## config.mk

```make
export PLATFORM = sky130hd
export DESIGN_NAME = ex_issue_ctrl
export DESIGN_NICKNAME = d
export VERILOG_FILES = /design/src/rtl/dlx_pkg.sv /design/src/rtl/ex_scoreboard.sv /design/src/rtl/ex_issue_ctrl.sv
export SDC_FILE = /design/constraint.sdc
export NUM_CORES = 1
export LEC_CHECK = 0
export CORE_UTILIZATION = 40
export CTS_CLUSTER_SIZE = 30
export DETAILED_ROUTE_END_ITERATION = 10
export GPL_TIMING_DRIVEN = 0
export PLACE_DENSITY = 0.77
export SETUP_SLACK_MARGIN = 0.3
export SKIP_CTS_REPAIR_TIMING = 1
export SYNTH_ARGS = -nofsm -noshare
export SYNTH_HDL_FRONTEND = slang
export SYNTH_HIERARCHICAL = 1
export SYNTH_SLANG_ARGS = --single-unit
export TNS_END_PERCENT = 20
```

## constraint.sdc

```tcl
create_clock -name clk -period 1.5 [get_ports clk]
set_input_delay 0.3 -clock clk [delete_from_list [all_inputs] [get_ports clk]]
set_output_delay 0.3 -clock clk [all_outputs]
set_load 0.01 [all_outputs]
```

## src/rtl/dlx_pkg.sv

```systemverilog
// Shared DLX execute-stage types: opselect encodings, issue FSM states, scoreboard entry.
package dlx_pkg;

  localparam logic [2:0] OP_SHIFT_REG   = 3'b000;
  localparam logic [2:0] OP_ARITH_LOGIC = 3'b001;
  localparam logic [2:0] OP_MEM_WRITE   = 3'b100;
  localparam logic [2:0] OP_MEM_READ    = 3'b101;

  typedef enum logic [0:0] {
    IDLE,
    MEM_WAIT
  } ex_state_t;

  typedef struct packed {
    logic       valid;
    logic [4:0] rd;
  } sb_entry_t;

  // Only register-writing ops with a real destination can cause a RAW hazard.
  function automatic logic writes_rd(input logic [2:0] opsel, input logic [4:0] rd);
    return ((opsel == OP_SHIFT_REG) || (opsel == OP_ARITH_LOGIC) || (opsel == OP_MEM_READ))
           && (rd != 5'd0);
  endfunction

  function automatic logic [31:0] sext16(input logic [15:0] val);
    return {{16{val[15]}}, val};
  endfunction

endpackage

```

## src/rtl/ex_scoreboard.sv

```systemverilog
// Two-deep destination scoreboard for instructions in flight in execute, plus the
// combinational RAW hazard compare against the sources of the decode-stage instruction.
module ex_scoreboard
  import dlx_pkg::*;
(
  input  logic       clk,
  input  logic       reset,
  input  logic       push_valid,
  input  logic [4:0] push_rd,
  input  logic       dec_valid,
  input  logic [4:0] dec_rs1,
  input  logic [4:0] dec_rs2,
  output logic       hazard
);

  sb_entry_t sb0_q, sb1_q;

  always_ff @(posedge clk) begin
    if (!reset) begin
      sb0_q <= '0;
      sb1_q <= '0;
    end else begin
      sb0_q <= '{valid: push_valid, rd: push_rd};
      sb1_q <= sb0_q;
    end
  end

  logic rs1_hit, rs2_hit;

  always_comb begin
    rs1_hit = (dec_rs1 != 5'd0) &&
              ((sb0_q.valid && (sb0_q.rd == dec_rs1)) || (sb1_q.valid && (sb1_q.rd == dec_rs1)));
    rs2_hit = (dec_rs2 != 5'd0) &&
              ((sb0_q.valid && (sb0_q.rd == dec_rs2)) || (sb1_q.valid && (sb1_q.rd == dec_rs2)));
    hazard  = dec_valid && (rs1_hit || rs2_hit);
  end

endmodule

```

## src/rtl/ex_issue_ctrl.sv

```systemverilog
// DLX execute issue controller: valid/ready intake, memory-read sequencing with timeout,
// optional RAW interlock (enabled by defining EX_HAZARD_INTERLOCK_EN).
module ex_issue_ctrl
  import dlx_pkg::*;
#(
  parameter int unsigned MEM_TIMEOUT = 16
) (
  input  logic        clk,
  input  logic        reset,
  input  logic        dec_valid,
  output logic        dec_ready,
  input  logic [6:0]  dec_control,
  input  logic [15:0] dec_imm16,
  input  logic [4:0]  dec_rd,
  input  logic [4:0]  dec_rs1,
  input  logic [4:0]  dec_rs2,
  output logic        enable_ex,
  output logic [6:0]  control_out,
  output logic [31:0] imm_out,
  output logic        mem_rd_req,
  input  logic        mem_rd_ack,
  output logic        mem_err,
  output logic [15:0] stall_count
);

  localparam logic [7:0] TimeoutLast = 8'(MEM_TIMEOUT - 1);

  ex_state_t   state_q, state_d;
  logic [7:0]  wait_cnt_q, wait_cnt_d;
  logic        enable_q, enable_d;
  logic [6:0]  control_q, control_d;
  logic [31:0] imm_q, imm_d;
  logic [6:0]  pend_ctrl_q, pend_ctrl_d;
  logic [31:0] pend_imm_q, pend_imm_d;
  logic [4:0]  pend_rd_q, pend_rd_d;
  logic        err_q, err_d;
  logic        sb_push_valid;
  logic [4:0]  sb_push_rd;
  logic        hazard;
  logic        accept, is_mem_rd;

  assign dec_ready   = reset && (state_q == IDLE) && !hazard;
  assign accept      = dec_valid && dec_ready;
  assign is_mem_rd   = (dec_control[2:0] == OP_MEM_READ) && dec_control[3];
  assign enable_ex   = enable_q;
  assign control_out = control_q;
  assign imm_out     = imm_q;
  assign mem_rd_req  = (state_q == MEM_WAIT);
  assign mem_err     = err_q;

  always_comb begin
    state_d       = state_q;
    wait_cnt_d    = wait_cnt_q;
    enable_d      = 1'b0;
    control_d     = control_q;
    imm_d         = imm_q;
    pend_ctrl_d   = pend_ctrl_q;
    pend_imm_d    = pend_imm_q;
    pend_rd_d     = pend_rd_q;
    err_d         = 1'b0;
    sb_push_valid = 1'b0;
    sb_push_rd    = dec_rd;
    unique case (state_q)
      IDLE: begin
        if (accept) begin
          if (is_mem_rd) begin
            pend_ctrl_d = dec_control;
            pend_imm_d  = sext16(dec_imm16);
            pend_rd_d   = dec_rd;
            wait_cnt_d  = 8'd0;
            state_d     = MEM_WAIT;
          end else begin
            enable_d      = 1'b1;
            control_d     = dec_control;
            imm_d         = sext16(dec_imm16);
            sb_push_valid = writes_rd(dec_control[2:0], dec_rd);
          end
        end
      end
      MEM_WAIT: begin
        // Ack beats a coincident timeout.
        if (mem_rd_ack) begin
          enable_d      = 1'b1;
          control_d     = pend_ctrl_q;
          imm_d         = pend_imm_q;
          sb_push_valid = (pend_rd_q != 5'd0);
          sb_push_rd    = pend_rd_q;
          state_d       = IDLE;
        end else if (wait_cnt_q == TimeoutLast) begin
          err_d   = 1'b1;
          state_d = IDLE;
        end else begin
          wait_cnt_d = wait_cnt_q + 8'd1;
        end
      end
      default: state_d = IDLE;
    endcase
  end

  always_ff @(posedge clk) begin
    if (!reset) begin
      state_q     <= IDLE;
      wait_cnt_q  <= '0;
      enable_q    <= 1'b0;
      control_q   <= '0;
      imm_q       <= '0;
      pend_ctrl_q <= '0;
      pend_imm_q  <= '0;
      pend_rd_q   <= '0;
      err_q       <= 1'b0;
    end else begin
      state_q     <= state_d;
      wait_cnt_q  <= wait_cnt_d;
      enable_q    <= enable_d;
      control_q   <= control_d;
      imm_q       <= imm_d;
      pend_ctrl_q <= pend_ctrl_d;
      pend_imm_q  <= pend_imm_d;
      pend_rd_q   <= pend_rd_d;
      err_q       <= err_d;
    end
  end

`ifdef EX_HAZARD_INTERLOCK_EN
  logic [15:0] stall_q;

  ex_scoreboard u_scoreboard (
    .clk        (clk),
    .reset      (reset),
    .push_valid (sb_push_valid),
    .push_rd    (sb_push_rd),
    .dec_valid  (dec_valid),
    .dec_rs1    (dec_rs1),
    .dec_rs2    (dec_rs2),
    .hazard     (hazard)
  );

  always_ff @(posedge clk) begin
    if (!reset) begin
      stall_q <= '0;
    end else if (hazard && (stall_q != 16'hFFFF)) begin
      stall_q <= stall_q + 16'd1;
    end
  end

  assign stall_count = stall_q;
`else
  logic unused_sb;

  assign hazard      = 1'b0;
  assign stall_count = '0;
  assign unused_sb   = ^{sb_push_valid, sb_push_rd, dec_rs1, dec_rs2};
`endif

endmodule

```

==> metrics.cfg <==
[status]
status = finished, violations left
violations = negative setup slack

[drt]
wl_per_cell_um = 15.5
vias = 2507
drt_iter0_drc = 129
totalWireLength_um = 7620
drc = 0
firstDrtPassIters = 4
ant_nets = 0
vias_per_cell = 5.10

[critical_path]
required_ns = 1.71
rr_startpoint = wait_cnt_q[4]
rr_worst_depth = 5
cp_max_fo = 8
cp-end-kind = flip-flop
arrival_ns = 1.76
ff2ff_setup_slack_ns = -0.04
start_kind = flip-flop
timing.rr.end = wait_cnt_q[7]
crit_type = flip-flop to flip-flop

[cts]
h-tree-depth = 3
tritoncts = done
clk_latency_ns = 0.33
cts_made_buffers = 9
cts-root-buf = clkbuf_8
path_clk_slew_ns = 0.06
cts.path.max_buffers = 2
clkSinkCount = 57

[floorplan]
start_util = 0.416
top_level_ports = 101
chipHeight_um = 83.3
die_area_mm2 = 0.00694
placementRows = 29
die_x_um = 83.3
coreArea_mm2 = 0.00635

[synthesis]
synth_top_area_frac = 0.432
synth_cells = 299
postSynth.asyncResetShare = 0
yosysUniqueCellTypes = 33
ys_ff_latch = 57
avgSynthCellArea_um2 = 8.84
yosys.area.top_type = dfxtp_1
ys_seq_area_frac = 0.432
synth_flop_cell = dfxtp_1
yosys_warnings = 6
synth_area_leaders = dfxtp_1 (43%), buf_4 (9.9%), mux2i_1 (8.7%)
synth-edff-count = 0
netlist_area_mm2 = 0.00264

[timing]
grt_setup_unrepaired = true
setup_violations = 2
final_max_slew_viol_count = 0
finClkSkew_ns = 0.00532
period_needed_ns = 1.54
setup_slack_ns = -0.0429
finalCritPeriodShare = 1.03
worstMarginPinSlew_ns = 0.736
fmax_mhz = 648
slew_headroom = 0.509
hold_viol = 0
whs_ns = 0.396

[min_path]
hp-class = input port to flip-flop
worst_hold_path.endpoint = control_out[3]
min-delay-start = dec_control[3]
worstHoldPathCells = 3

[final_layout]
drive_above_1_share = 0.345
syn2layout_area_growth_pct = 62.7
nets = 453
diodes = 0
final_core_util = 0.677
postLayoutCellArea_mm2 = 0.00430

[grt]
grt_pass1_vias = 2084
grt_first_pass_wirelength_um = 10000
antenna_found_initial = 0
grt_usage = 0.181
grt_max_degree = 19
grt-ovfl-total = 0

[placement]
place_hpwl_um = 4330
post-place-ws_ns = -0.535
place_area_mm2 = 0.00354
gp_congestion = 0.765
port_buffers = 69

[power]
power.leakage_uw = 0.00209
power_density_mw_per_mm2 = 854
ir_drop_v = 0.000593

[job]
drv_cap = 0

[area by class of cell]
cell class                      instances  area, um2
Clock buffer                           14        183
Fill cell                             455       2050
Tap cell                               77       96.3
Buffer                                 53        497
Clock inverter                          2       10.0
Inverter                                3       11.3
Sequential cell                        57       1150
Multi-Input combinational cell        202       1360
Timing Repair Buffer                   84        996
[per-layer routing]
layer / vias to the layer above / track usage / share of wire
met5: - / 0 / 0
met4: 0 / 0.0752 / 0.0089
met3: 11 / 0.0447 / 0.059
met2: 86 / 0.294 / 0.51
met1: 1199 / 0.228 / 0.42
li1: 1211 / - / -
[sequential cells by signal (all words and copies together), names as in the netlist]
name         cells
mem_rd_req       1
enable_ex        1
imm_out         16
mem_err          1
wait_cnt_q       8
pend_imm_q      16
control_out      7
pend_ctrl_q      7
[worst max-delay path, cell delays in order, from the launching register on]
cell and delay (ns):
dfxtp_2 0.31, buf_6 0.13, nor4_4 0.37, a41o_4 0.31, nor3_2 0.06, o31a_1 0.25
[worst max-delay path by stage]
stage	from	endpoint	slack, ns	cells past startpoint
2_1_floorplan	mem_rd_req	wait_cnt_q[7]	0.1	6
3_3_place_gp	reset	imm_out[10]	-0.54	7
3_5_place_dp	reset	imm_out[9]	-0.54	7
4_1_cts	imm_out[30]	imm_out[27]	-0.57	2
5_1_grt	wait_cnt_q[4]	wait_cnt_q[7]	-0.09	5
6_report	wait_cnt_q[4]	wait_cnt_q[7]	-0.04	5
[power breakdown]
group / switching (uW) / total (uW) / internal (uW)
clock: 601 / 1380 / 776
combinational: 295 / 700 / 405
sequential: 31.5 / 1600 / 1560
[cells in the mapped netlist (4+ instances only)]
library cell  instances
and3_1                5
a21oi_1              23
a31oi_1               4
nor2_1               33
buf_4                35
buf_2                10
a211oi_1             17
clkbuf_1              5
o21ai_0               4
a211oi_2              6
nand2_1              46
dfxtp_1              57
mux2i_1              23
nand3_1               5
[through the flow]
| stage | TNS [ns] | std cells | power, uW |
|---|---|---|---|
| 2_1_floorplan | 0 | 314 | 1910 |
| 5_1_grt | -0.255 | 492 | 3800 |
| 4_1_cts | -13.80 | 476 | 3540 |
| 6_report | -0.0761 | 492 | 3670 |
| 3_5_place_dp | -25.07 | 460 | 2180 |
| 3_3_place_gp | -23.63 | 460 | 2170 |
[layout by cell type (no fill, tap or decap), drive strengths merged, types with 2 or more instances in the layout]
| cell type | Yosys | routed |
|---|---|---|
| nand3 | 5 | 5 |
| dlymetal6s2s | 0 | 31 |
| mux2i | 23 | 23 |
| clkinv | 0 | 2 |
| nor3 | 3 | 3 |
| nand4 | 2 | 2 |
| clkbuf | 5 | 24 |
| nor2 | 33 | 33 |
| a21oi | 23 | 23 |
| a41o | 1 | 2 |
| inv | 3 | 3 |
| clkdlybuf4s50 | 0 | 20 |
| a211oi | 23 | 23 |
| buf | 48 | 76 |
| and3 | 5 | 5 |
| o31ai | 2 | 2 |
| dfxtp | 57 | 57 |
| nand2 | 46 | 46 |
| a31oi | 4 | 4 |
| conb | 1 | 16 |
| o21ai | 4 | 4 |
[logic make-up after synthesis]
group | synth area share
adders and majority gates | 0.00473
AOI/OAI and AO/OA | 0.163
DFF | 0.432
buffers and inverters | 0.143
other | 0.00142
and+or+nand+nor | 0.170
muxes | 0.0871
Power figures use the tool's default switching activity.
